--- src/rtl/fifo_line_reader_pkg.sv ---
// Shared definitions for fifo_line_reader.
//   - default widths for the pixel, line length, frame height, blanking and
//     underrun counter fields
//   - FSM state encoding
//   - bit positions of the frame flags carried alongside each pixel
package fifo_line_reader_pkg;

  localparam int DW_DEF    = 16;
  localparam int LW_DEF    = 12;
  localparam int FW_DEF    = 11;
  localparam int BW_DEF    = 8;
  localparam int CNT_W_DEF = 16;

  typedef enum logic [1:0] {
    IDLE   = 2'd0,
    ACTIVE = 2'd1,
    HBLANK = 2'd2,
    VBLANK = 2'd3
  } state_t;

  // Flag vector layout: {EOF, EOL, SOF}
  localparam int FLAG_SOF  = 0;
  localparam int FLAG_EOL  = 1;
  localparam int FLAG_EOF  = 2;
  localparam int NUM_FLAGS = 3;

endpackage

--- src/rtl/fifo_line_reader_out_stage.sv ---
// flr_out_stage: single-entry registered output slot holding one pixel and
// its frame flags. A load overwrites the slot and marks it valid; without a
// load the slot empties once downstream accepts it. Contents are frozen while
// the slot is valid and downstream is stalled.
// Ports:
//   rd_clk, rd_rst   clock, asynchronous active-high reset
//   load             write load_data/load_flags into the slot
//   load_data        pixel to store
//   load_flags       frame flags to store with the pixel
//   out_rdy          downstream ready
//   out_data         stored pixel
//   out_flags        stored flags
//   out_vld          slot holds a pixel
//   slot_free        slot can take a new pixel this cycle
module flr_out_stage
  import fifo_line_reader_pkg::*;
#(
  parameter int DW = DW_DEF,
  parameter int NF = NUM_FLAGS
) (
  input  logic          rd_clk,
  input  logic          rd_rst,
  input  logic          load,
  input  logic [DW-1:0] load_data,
  input  logic [NF-1:0] load_flags,
  input  logic          out_rdy,
  output logic [DW-1:0] out_data,
  output logic [NF-1:0] out_flags,
  output logic          out_vld,
  output logic          slot_free
);

  logic [DW-1:0] data_reg;
  logic [NF-1:0] flags_reg;
  logic          vld_reg;

  // The slot may be refilled in the same cycle the current pixel is taken.
  assign slot_free = ~vld_reg | out_rdy;

  always_ff @(posedge rd_clk or posedge rd_rst) begin
    if (rd_rst) begin
      data_reg  <= '0;
      flags_reg <= '0;
      vld_reg   <= 1'b0;
    end else if (load) begin
      data_reg  <= load_data;
      flags_reg <= load_flags;
      vld_reg   <= 1'b1;
    end else if (out_rdy) begin
      vld_reg   <= 1'b0;
    end
  end

  assign out_data  = data_reg;
  assign out_flags = flags_reg;
  assign out_vld   = vld_reg;

endmodule

--- src/rtl/fifo_line_reader.sv ---
// fifo_line_reader: read-side consumer of the pixel prefetch FIFO. Pops
// pixels via the FIFO rd_vld/rd_en handshake, frames them into lines and
// frames (SOF/EOL/EOF), inserts horizontal blanking between lines, honours
// downstream backpressure and flags mid-line FIFO starvation.
// Optional feature macro: FIFO_LINE_READER_UCNT_EN adds a saturating
// underrun counter and its output port underrun_cnt.
// Ports:
//   rd_clk, rd_rst     FIFO read clock, asynchronous active-high reset
//   enable             start a frame (looked at only while idle)
//   line_len           pixels per line, latched at frame start
//   frame_lines        lines per frame, latched at frame start
//   hblank_len         idle cycles between lines, latched at frame start
//   fifo_data/vld      FIFO read data and valid
//   fifo_en            FIFO pop request
//   out_data/vld/rdy   registered pixel stream to the filter
//   out_sof/eol/eof    frame flags, qualified by out_vld
//   busy               a frame is in progress
//   underrun           one-cycle pulse when a line starves mid-way
//   underrun_cnt       saturating underrun count (macro only)
module fifo_line_reader
  import fifo_line_reader_pkg::*;
#(
  parameter int DW = DW_DEF,
  parameter int LW = LW_DEF,
  parameter int FW = FW_DEF,
  parameter int BW = BW_DEF
`ifdef FIFO_LINE_READER_UCNT_EN
  ,
  parameter int CNT_W = CNT_W_DEF
`endif
) (
  input  logic             rd_clk,
  input  logic             rd_rst,
  input  logic             enable,
  input  logic [LW-1:0]    line_len,
  input  logic [FW-1:0]    frame_lines,
  input  logic [BW-1:0]    hblank_len,
  input  logic [DW-1:0]    fifo_data,
  input  logic             fifo_vld,
  output logic             fifo_en,
  output logic [DW-1:0]    out_data,
  output logic             out_vld,
  input  logic             out_rdy,
  output logic             out_sof,
  output logic             out_eol,
  output logic             out_eof,
  output logic             busy,
  output logic             underrun
`ifdef FIFO_LINE_READER_UCNT_EN
  ,
  output logic [CNT_W-1:0] underrun_cnt
`endif
);

  localparam logic [LW-1:0] PIX_ONE  = LW'(1);
  localparam logic [FW-1:0] LINE_ONE = FW'(1);
  localparam logic [BW-1:0] HB_ONE   = BW'(1);

  state_t        state_reg, state_next;
  logic [LW-1:0] line_len_reg, line_len_next;
  logic [FW-1:0] frame_lines_reg, frame_lines_next;
  logic [BW-1:0] hblank_reg, hblank_next;
  logic [LW-1:0] pix_cnt_reg, pix_cnt_next;
  logic [FW-1:0] line_cnt_reg, line_cnt_next;
  logic [BW-1:0] hb_cnt_reg, hb_cnt_next;
  logic          armed_reg, armed_next;

  logic                 slot_free;
  logic                 pop;
  logic                 at_eol;
  logic                 last_line;
  logic                 starve;
  logic [NUM_FLAGS-1:0] flags_in;
  logic [NUM_FLAGS-1:0] flags_out;

  assign at_eol    = (pix_cnt_reg == (line_len_reg - PIX_ONE));
  assign last_line = (line_cnt_reg == (frame_lines_reg - LINE_ONE));

  assign fifo_en = (state_reg == ACTIVE) & fifo_vld & slot_free;
  assign pop     = fifo_vld & fifo_en;
  assign busy    = (state_reg != IDLE);

  // Starvation only counts once a line has begun: waiting for the first
  // pixel of a line is normal inter-line slack, not an underrun.
  assign starve   = (state_reg == ACTIVE) && (pix_cnt_reg != '0) &&
                    (pix_cnt_reg < line_len_reg) && slot_free && !fifo_vld;
  assign underrun = starve & armed_reg;

  // Flags describe the pixel being popped this cycle.
  assign flags_in[FLAG_SOF] = (pix_cnt_reg == '0) && (line_cnt_reg == '0);
  assign flags_in[FLAG_EOL] = at_eol;
  assign flags_in[FLAG_EOF] = at_eol && last_line;

  always_ff @(posedge rd_clk or posedge rd_rst) begin
    if (rd_rst) begin
      state_reg       <= IDLE;
      line_len_reg    <= '0;
      frame_lines_reg <= '0;
      hblank_reg      <= '0;
      pix_cnt_reg     <= '0;
      line_cnt_reg    <= '0;
      hb_cnt_reg      <= '0;
      armed_reg       <= 1'b0;
    end else begin
      state_reg       <= state_next;
      line_len_reg    <= line_len_next;
      frame_lines_reg <= frame_lines_next;
      hblank_reg      <= hblank_next;
      pix_cnt_reg     <= pix_cnt_next;
      line_cnt_reg    <= line_cnt_next;
      hb_cnt_reg      <= hb_cnt_next;
      armed_reg       <= armed_next;
    end
  end

  always_comb begin
    state_next       = state_reg;
    line_len_next    = line_len_reg;
    frame_lines_next = frame_lines_reg;
    hblank_next      = hblank_reg;
    pix_cnt_next     = pix_cnt_reg;
    line_cnt_next    = line_cnt_reg;
    hb_cnt_next      = hb_cnt_reg;
    armed_next       = armed_reg;

    unique case (state_reg)
      IDLE: begin
        if (enable && (line_len != '0) && (frame_lines != '0)) begin
          state_next       = ACTIVE;
          line_len_next    = line_len;
          frame_lines_next = frame_lines;
          hblank_next      = hblank_len;
          pix_cnt_next     = '0;
          line_cnt_next    = '0;
          hb_cnt_next      = '0;
          armed_next       = 1'b1;
        end
      end

      ACTIVE: begin
        if (pop) begin
          armed_next   = 1'b1;
          pix_cnt_next = pix_cnt_reg + PIX_ONE;
          if (at_eol) begin
            pix_cnt_next = '0;
            if (last_line) begin
              state_next = VBLANK;
            end else if (hblank_reg == '0) begin
              // Back-to-back lines: the next line starts on the next cycle.
              line_cnt_next = line_cnt_reg + LINE_ONE;
            end else begin
              state_next  = HBLANK;
              hb_cnt_next = '0;
            end
          end
        end else if (starve) begin
          // One pulse per starvation episode; the next pop re-arms it.
          armed_next = 1'b0;
        end
      end

      HBLANK: begin
        hb_cnt_next = hb_cnt_reg + HB_ONE;
        if (hb_cnt_reg == (hblank_reg - HB_ONE)) begin
          state_next    = ACTIVE;
          hb_cnt_next   = '0;
          pix_cnt_next  = '0;
          line_cnt_next = line_cnt_reg + LINE_ONE;
        end
      end

      VBLANK: begin
        // Hold the frame open until the last pixel has left the slot.
        if (!out_vld) begin
          state_next = IDLE;
        end
      end

      default: state_next = IDLE;
    endcase
  end

  flr_out_stage #(
    .DW (DW),
    .NF (NUM_FLAGS)
  ) u_out_stage (
    .rd_clk     (rd_clk),
    .rd_rst     (rd_rst),
    .load       (pop),
    .load_data  (fifo_data),
    .load_flags (flags_in),
    .out_rdy    (out_rdy),
    .out_data   (out_data),
    .out_flags  (flags_out),
    .out_vld    (out_vld),
    .slot_free  (slot_free)
  );

  assign out_sof = flags_out[FLAG_SOF];
  assign out_eol = flags_out[FLAG_EOL];
  assign out_eof = flags_out[FLAG_EOF];

`ifdef FIFO_LINE_READER_UCNT_EN
  logic [CNT_W-1:0] ucnt_reg;
  localparam logic [CNT_W-1:0] UCNT_ONE = CNT_W'(1);

  always_ff @(posedge rd_clk or posedge rd_rst) begin
    if (rd_rst) begin
      ucnt_reg <= '0;
    end else if (underrun && (ucnt_reg != '1)) begin
      ucnt_reg <= ucnt_reg + UCNT_ONE;
    end
  end

  assign underrun_cnt = ucnt_reg;
`endif

endmodule
--- config.mk ---
export PLATFORM = sky130hd
export DESIGN_NAME = fifo_line_reader
export DESIGN_NICKNAME = d
export VERILOG_FILES = /design/src/rtl/fifo_line_reader_pkg.sv /design/src/rtl/fifo_line_reader_out_stage.sv /design/src/rtl/fifo_line_reader.sv
export SDC_FILE = /design/constraint.sdc
export NUM_CORES = 1
export LEC_CHECK = 0
export BUFFER_PORTS_ARGS = -buffer_cell sky130_fd_sc_hd__buf_4
export CORE_MARGIN = 2
export CORE_UTILIZATION = 50
export DETAILED_ROUTE_END_ITERATION = 8
export PLACE_DENSITY_LB_ADDON = 0.1
export SLEW_MARGIN = 20
export SYNTH_ARGS = -nofsm -noshare
export SYNTH_HDL_FRONTEND = slang
export SYNTH_SLANG_ARGS = --single-unit
--- constraint.sdc ---
create_clock -name rd_clk -period 3.5 [get_ports rd_clk]
set_input_delay 0.35 -clock rd_clk [delete_from_list [all_inputs] [get_ports rd_clk]]
set_output_delay 0.35 -clock rd_clk [all_outputs]
set_load 0.01 [all_outputs]
==> reports/metrics.yaml, run 1 <==
outcome: "completed"
slew_headroom_pct: 50.6
path_class: "flip-flop to flip-flop"
hold_path.class: "primary input to flip-flop"
clk_pin_slew_ns: 0.10
max_freq_ghz: 0.314
netlist_top_cells_count: "dfrtp_1, nand2_1, inv_1, mux2_2, nand3_1"
cellLeakagePower_nw: 2.97
via_count: 4589
htreeDepth: 3
dp.cells: 789
crit_path_start_kind: "flip-flop"
setup_ws_ns: 0.316
largest_reg_flops: 16
clock-sinks: 85
core_um2: 10700
ys_seq_elements: 85
finalSetupViolCount: 0
rsz0062_at_grt: "false"
antenna_found_initial: 0
final_net_count: 737
synthArstFlopShare_pct: 100
postRouteAntennaNets: 0
rows: 38
period_share_pct: 91.0
viasPerCell: 5.69
fin_skew_ns: 0.0167
final_max_slew_viol_count: 0
drive_gt1_share_pct: 24.5
crit_required_ns: 3.81
routed_wire_length_per_instance_um: 16.2
instances_no_fill: 806
dieArea_um2: 11700
synth_nets: 664
insertion_delay_ns: 0.37
syn_area_um2: 5420
tns_ns: 0
synth-edff-count: 0
worstMarginPinSlew_ns: 0.734
dpl_worst_slack_ns: 0.228
synth_cell_types: 71
pin_count: 75
syn_avg_cell_area_um2: 9.22
diodes: 0
grt_first_pass_wirelength_um: 22100
post-dp-hpwl_um: 9740
cap_violations: 0
cp_data_arrival_time_ns: 3.49
initial_utilization_pct: 50.7
fp.dieW_um: 108
drtPass1Iterations: 5
path_max_fanout: 9
cts_buffer_depth: 2
synth_top_area_cell: "dfrtp_1"
numCtsBuffers: 9
synth.most_common_cell: "dfrtp_1"
die_y_um: 108
totalWireLength_um: 13100
synthCells: 588
portBuffers: 74
critPathCaptureType: "flip-flop"
yosysSeqAreaShare_pct: 39.2
grt_overflow_total: 0
yosys-top-cells-area: "dfrtp_1, mux2_2, ha_1, nand2_1, xnor2_1"
gp_congestion: 0.894
grt_max_degree: 32
area_growth_pct: 17.8
hold_violations: 0
yosysWarnings: 0
powerDensity_nw_per_um2: 712
synth_top_area_share_pct: 39.2
cts_root_buf: "clkbuf_8"
fin_crit_ns: 3.18
ir_drop_mv: 0.426
grtUsageTotal_pct: 23.7
drc: 0
drt_iter0_markers: 221
grt_pass1_vias: 4646
synth_flop_cell: "dfrtp_1"
cts_tree: "built"
layer usage:
layer  vias to the layer above  global-route usage, %  part of all wire [%]  wire [um]
met1                      2210                   31.7                    46       6010
met5                         -                      0                     0          0
met3                        15                   3.92                   4.2        556
li1                       2267                      -                     -          -
met2                        97                   39.2                    48       6330
met4                         0                   7.88                   1.5        193
where the power goes:
part	internal, mW	total [mW]	switching (mW)
clock network	0.360	0.745	0.385
registers	1.30	1.66	0.365
logic	1.01	2.15	1.14
total	2.66	4.55	1.89
placed cells by master (no fill, tap or decap), types with 22 or more instances in the layout:
master	n
nand2_1	77
a21oi_1	25
mux2_2	32
o21ai_0	22
inv_1	41
ha_1	23
buf_4	92
dfrtp_1	85
nor2_1	25
nand3_1	27
worst max-delay path: stages (launching register included):
cell	delay, ns
dfrtp_1	0.43
inv_1	0.07
ha_1	0.28
nand3b_2	0.13
xnor2_1	0.16
mux2_2	0.35
o41a_1	0.46
or4_1	0.69
or3_1	0.40
a21oi_1	0.14
per-stage QoR:
| stage | cell area (um^2) | hold WS [ns] | power [mW] | util, % |
|---|---|---|---|---|
| after floorplan | 5420 | 0.455 | 3.11 | - |
| after global placement | 6160 | 0.393 | 3.72 | 57.6 |
| after detailed placement | 6160 | 0.397 | 3.79 | 57.6 |
| after CTS | 6380 | 0.148 | 4.55 | 59.6 |
| after global routing | 6390 | 0.158 | 4.92 | 59.7 |
| final | 6390 | 0.162 | 4.55 | 59.7 |
area by class of cell:
| cell class | count | area [um^2] |
|---|---|---|
| multi-input combinational | 430 | 3020 |
| timing repair buffer | 93 | 701 |
| fill | 952 | 4310 |
| sequential | 85 | 2130 |
| inverter | 42 | 159 |
| clock inverter | 5 | 67.6 |
| clock buffer | 11 | 141 |
| tap | 140 | 175 |
kinds of logic after synthesis:
kind of cell / Yosys count / share of synthesized area [%]
simple gates: 215 / 20.1
compound gates: 124 / 17.1
flops: 85 / 39.2
buf+inv: 73 / 5.33
mux: 34 / 7.02
xor+xnor: 33 / 5.59
fa+ha+maj: 24 / 5.54
timing repair:
action,4_1_cts,5_1_grt
resized for setup,0,3
setup endpoints to repair,0,11
buffers inserted,0,0
hold endpoints to repair,13,0
hold buffers,1,0
worst paths after layout:
path | start | endpoint | slack (ns) | depth (start not counted)
max | hblank_reg[0] | pix_cnt_reg[11] | 0.32 | 9
min | fifo_data[5] | u_out_stage.out_data[5] | 0.16 | 3
max in group asynchronous | rd_rst | frame_lines_reg[8] | 2.15 | 4
min in group asynchronous | rd_rst | u_out_stage.out_data[12] | 0.56 | 3
min reg2reg | u_out_stage.out_data[13] | u_out_stage.out_data[13] | 0.48 | 2
max reg2reg | hblank_reg[0] | pix_cnt_reg[11] | 0.32 | 9
Power figures use the tool's default switching activity.
==> run 2, diff against run 1 <==
--- a/config.mk
+++ b/config.mk
@@ -7,7 +7,8 @@
 export LEC_CHECK = 0
 export BUFFER_PORTS_ARGS = -buffer_cell sky130_fd_sc_hd__buf_4
 export CORE_MARGIN = 2
-export CORE_UTILIZATION = 50
+export CORE_UTILIZATION = 47
+export CTS_BUF_LIST = sky130_fd_sc_hd__clkbuf_16
 export DETAILED_ROUTE_END_ITERATION = 8
 export PLACE_DENSITY_LB_ADDON = 0.1
 export SLEW_MARGIN = 20
==> constraint.sdc (replaced) <==
create_clock -name rd_clk -period 3.5 [get_ports rd_clk]
set_input_delay 0.7 -clock rd_clk [delete_from_list [all_inputs] [get_ports rd_clk]]
set_output_delay 0.7 -clock rd_clk [all_outputs]
set_load 0.01 [all_outputs]
==> reports/metrics.yaml, run 2 (same netlist as run 1, synthesis figures left out) <==
instances_no_fill: 806
dieArea_um2: 12400
holdWs_ns: 0.445
cap_violations: 0
pin_count: 75
clock-sinks: 85
path_class: "flip-flop to output pin"
totalWireLength_um: 13400
post-dp-hpwl_um: 9750
core_um2: 11300
drtPass1Iterations: 4
largest_reg_flops: 16
register_area_um2: 2130
fp.dieW_um: 111
layout_common_cells: "buf_4, dfrtp_1, nand2_1, inv_1, mux2_2"
ir_drop_mv: 0.394
layout_commonest_cell: "buf_4"
hold_path.class: "primary input to asynchronous set/reset pin"
area_growth_pct: 19.2
cts_root_buf: "clkbuf_16"
hold_violations: 0
grt_max_degree: 86
final_net_count: 735
finalSetupViolCount: 0
critPathCaptureType: "output pin"
period_share_pct: 95.9
via_count: 4646
numCtsBuffers: 9
crit_path_start_kind: "flip-flop"
postRouteAntennaNets: 0
rsz0062_at_grt: "false"
grt_pass1_vias: 4578
rows: 39
insertion_delay_ns: 0.35
drt_iter0_markers: 238
initial_utilization_pct: 47.9
die_y_um: 111
postCtsSetupBuffers: 0
clk_pin_slew_ns: 0.06
grtUsageTotal_pct: 22.5
dp.cells: 791
cts_tree: "built"
fin_crit_ns: 3.36
viasPerCell: 5.76
crit_required_ns: 2.80
cts_buffer_depth: 2
powerDensity_nw_per_um2: 737
grt_first_pass_wirelength_um: 22700
cellLeakagePower_nw: 3.00
routed_wire_length_per_instance_um: 16.7
path_max_fanout: 5
fin_skew_ns: 0.00729
gp_congestion: 0.851
grt_overflow_total: 0
drc: 0
final_max_slew_viol_count: 0
htreeDepth: 3
worstMarginPinSlew_ns: 0.689
multi_input_area_um2: 3010
drive_gt1_share_pct: 24.4
outcome: "completed"
tns_ns: 0
antenna_found_initial: 0
diodes: 0
cp_data_arrival_time_ns: 2.66
fillers: 1039
portBuffers: 74
max_freq_ghz: 0.298
slew_headroom_pct: 53.6
## run 2: what timing repair did
action                     4_1_cts  5_1_grt
hold buffers                     0        0
resized for setup                0        2
setup endpoints to repair        0        4
## run 2: metrics by stage
step | worst slack (ns) | total power, mW | utilization, % | area, um^2
after floorplan | 0.426 | 3.11 | - | 5420
after global placement | 0.292 | 3.73 | 54.5 | 6170
after detailed placement | 0.182 | 3.80 | 54.5 | 6170
after CTS | 0.0807 | 4.79 | 57.1 | 6460
after global routing | 0.0231 | 5.15 | 57.1 | 6460
final | 0.143 | 4.76 | 57.1 | 6460
## run 2: per-layer routing
metal	wire, um	track usage, %	share of wire, %
met2	6560	36.5	49
met5	0	0	0
met4	279	8.89	2.1
met3	497	3.10	3.7
met1	6080	30.6	45
## run 2: layout make-up
class,count,share of cell area (%)
Sequential cell,85,32.9
Inverter,42,2.46
Tap cell,143,2.77
Timing Repair Buffer,91,10.8
Clock inverter,6,1.08
Multi-Input combinational cell,430,46.5
Clock buffer,9,3.48
## run 2: report_power, final
part | leakage, nW | internal [mW] | switching (mW) | total (mW)
clock | 0.147 | 0.557 | 0.413 | 0.969
sequential | 1.08 | 1.30 | 0.369 | 1.67
combinational | 1.77 | 0.989 | 1.14 | 2.13
## run 2: worst max-delay path, cell delays in order (launching register included)
cell	delay, ns
dfrtp_1	0.39
inv_1	0.09
ha_1	0.29
nor2b_1	0.13
o21a_1	0.16
o21ai_0	0.17
nand2b_1	0.07
a21oi_1	0.13
o21ai_0	0.21
a311oi_1	0.47
buf_4	0.20
## run 2: final timing paths
kind,depth (start not counted),startpoint,endpoint,slack (ns)
worst max-delay path,10,line_len_reg[1],underrun,0.14
worst min-delay path,3,rd_rst,u_out_stage.out_data[14],0.45
worst max register to register,9,hblank_reg[0],pix_cnt_reg[11],0.24
worst min register to register,2,u_out_stage.out_data[12],u_out_stage.out_data[12],0.48
max in group asynchronous,3,rd_rst,line_len_reg[2],2.66
min in group rd_clk,2,u_out_stage.out_data[12],u_out_stage.out_data[12],0.48
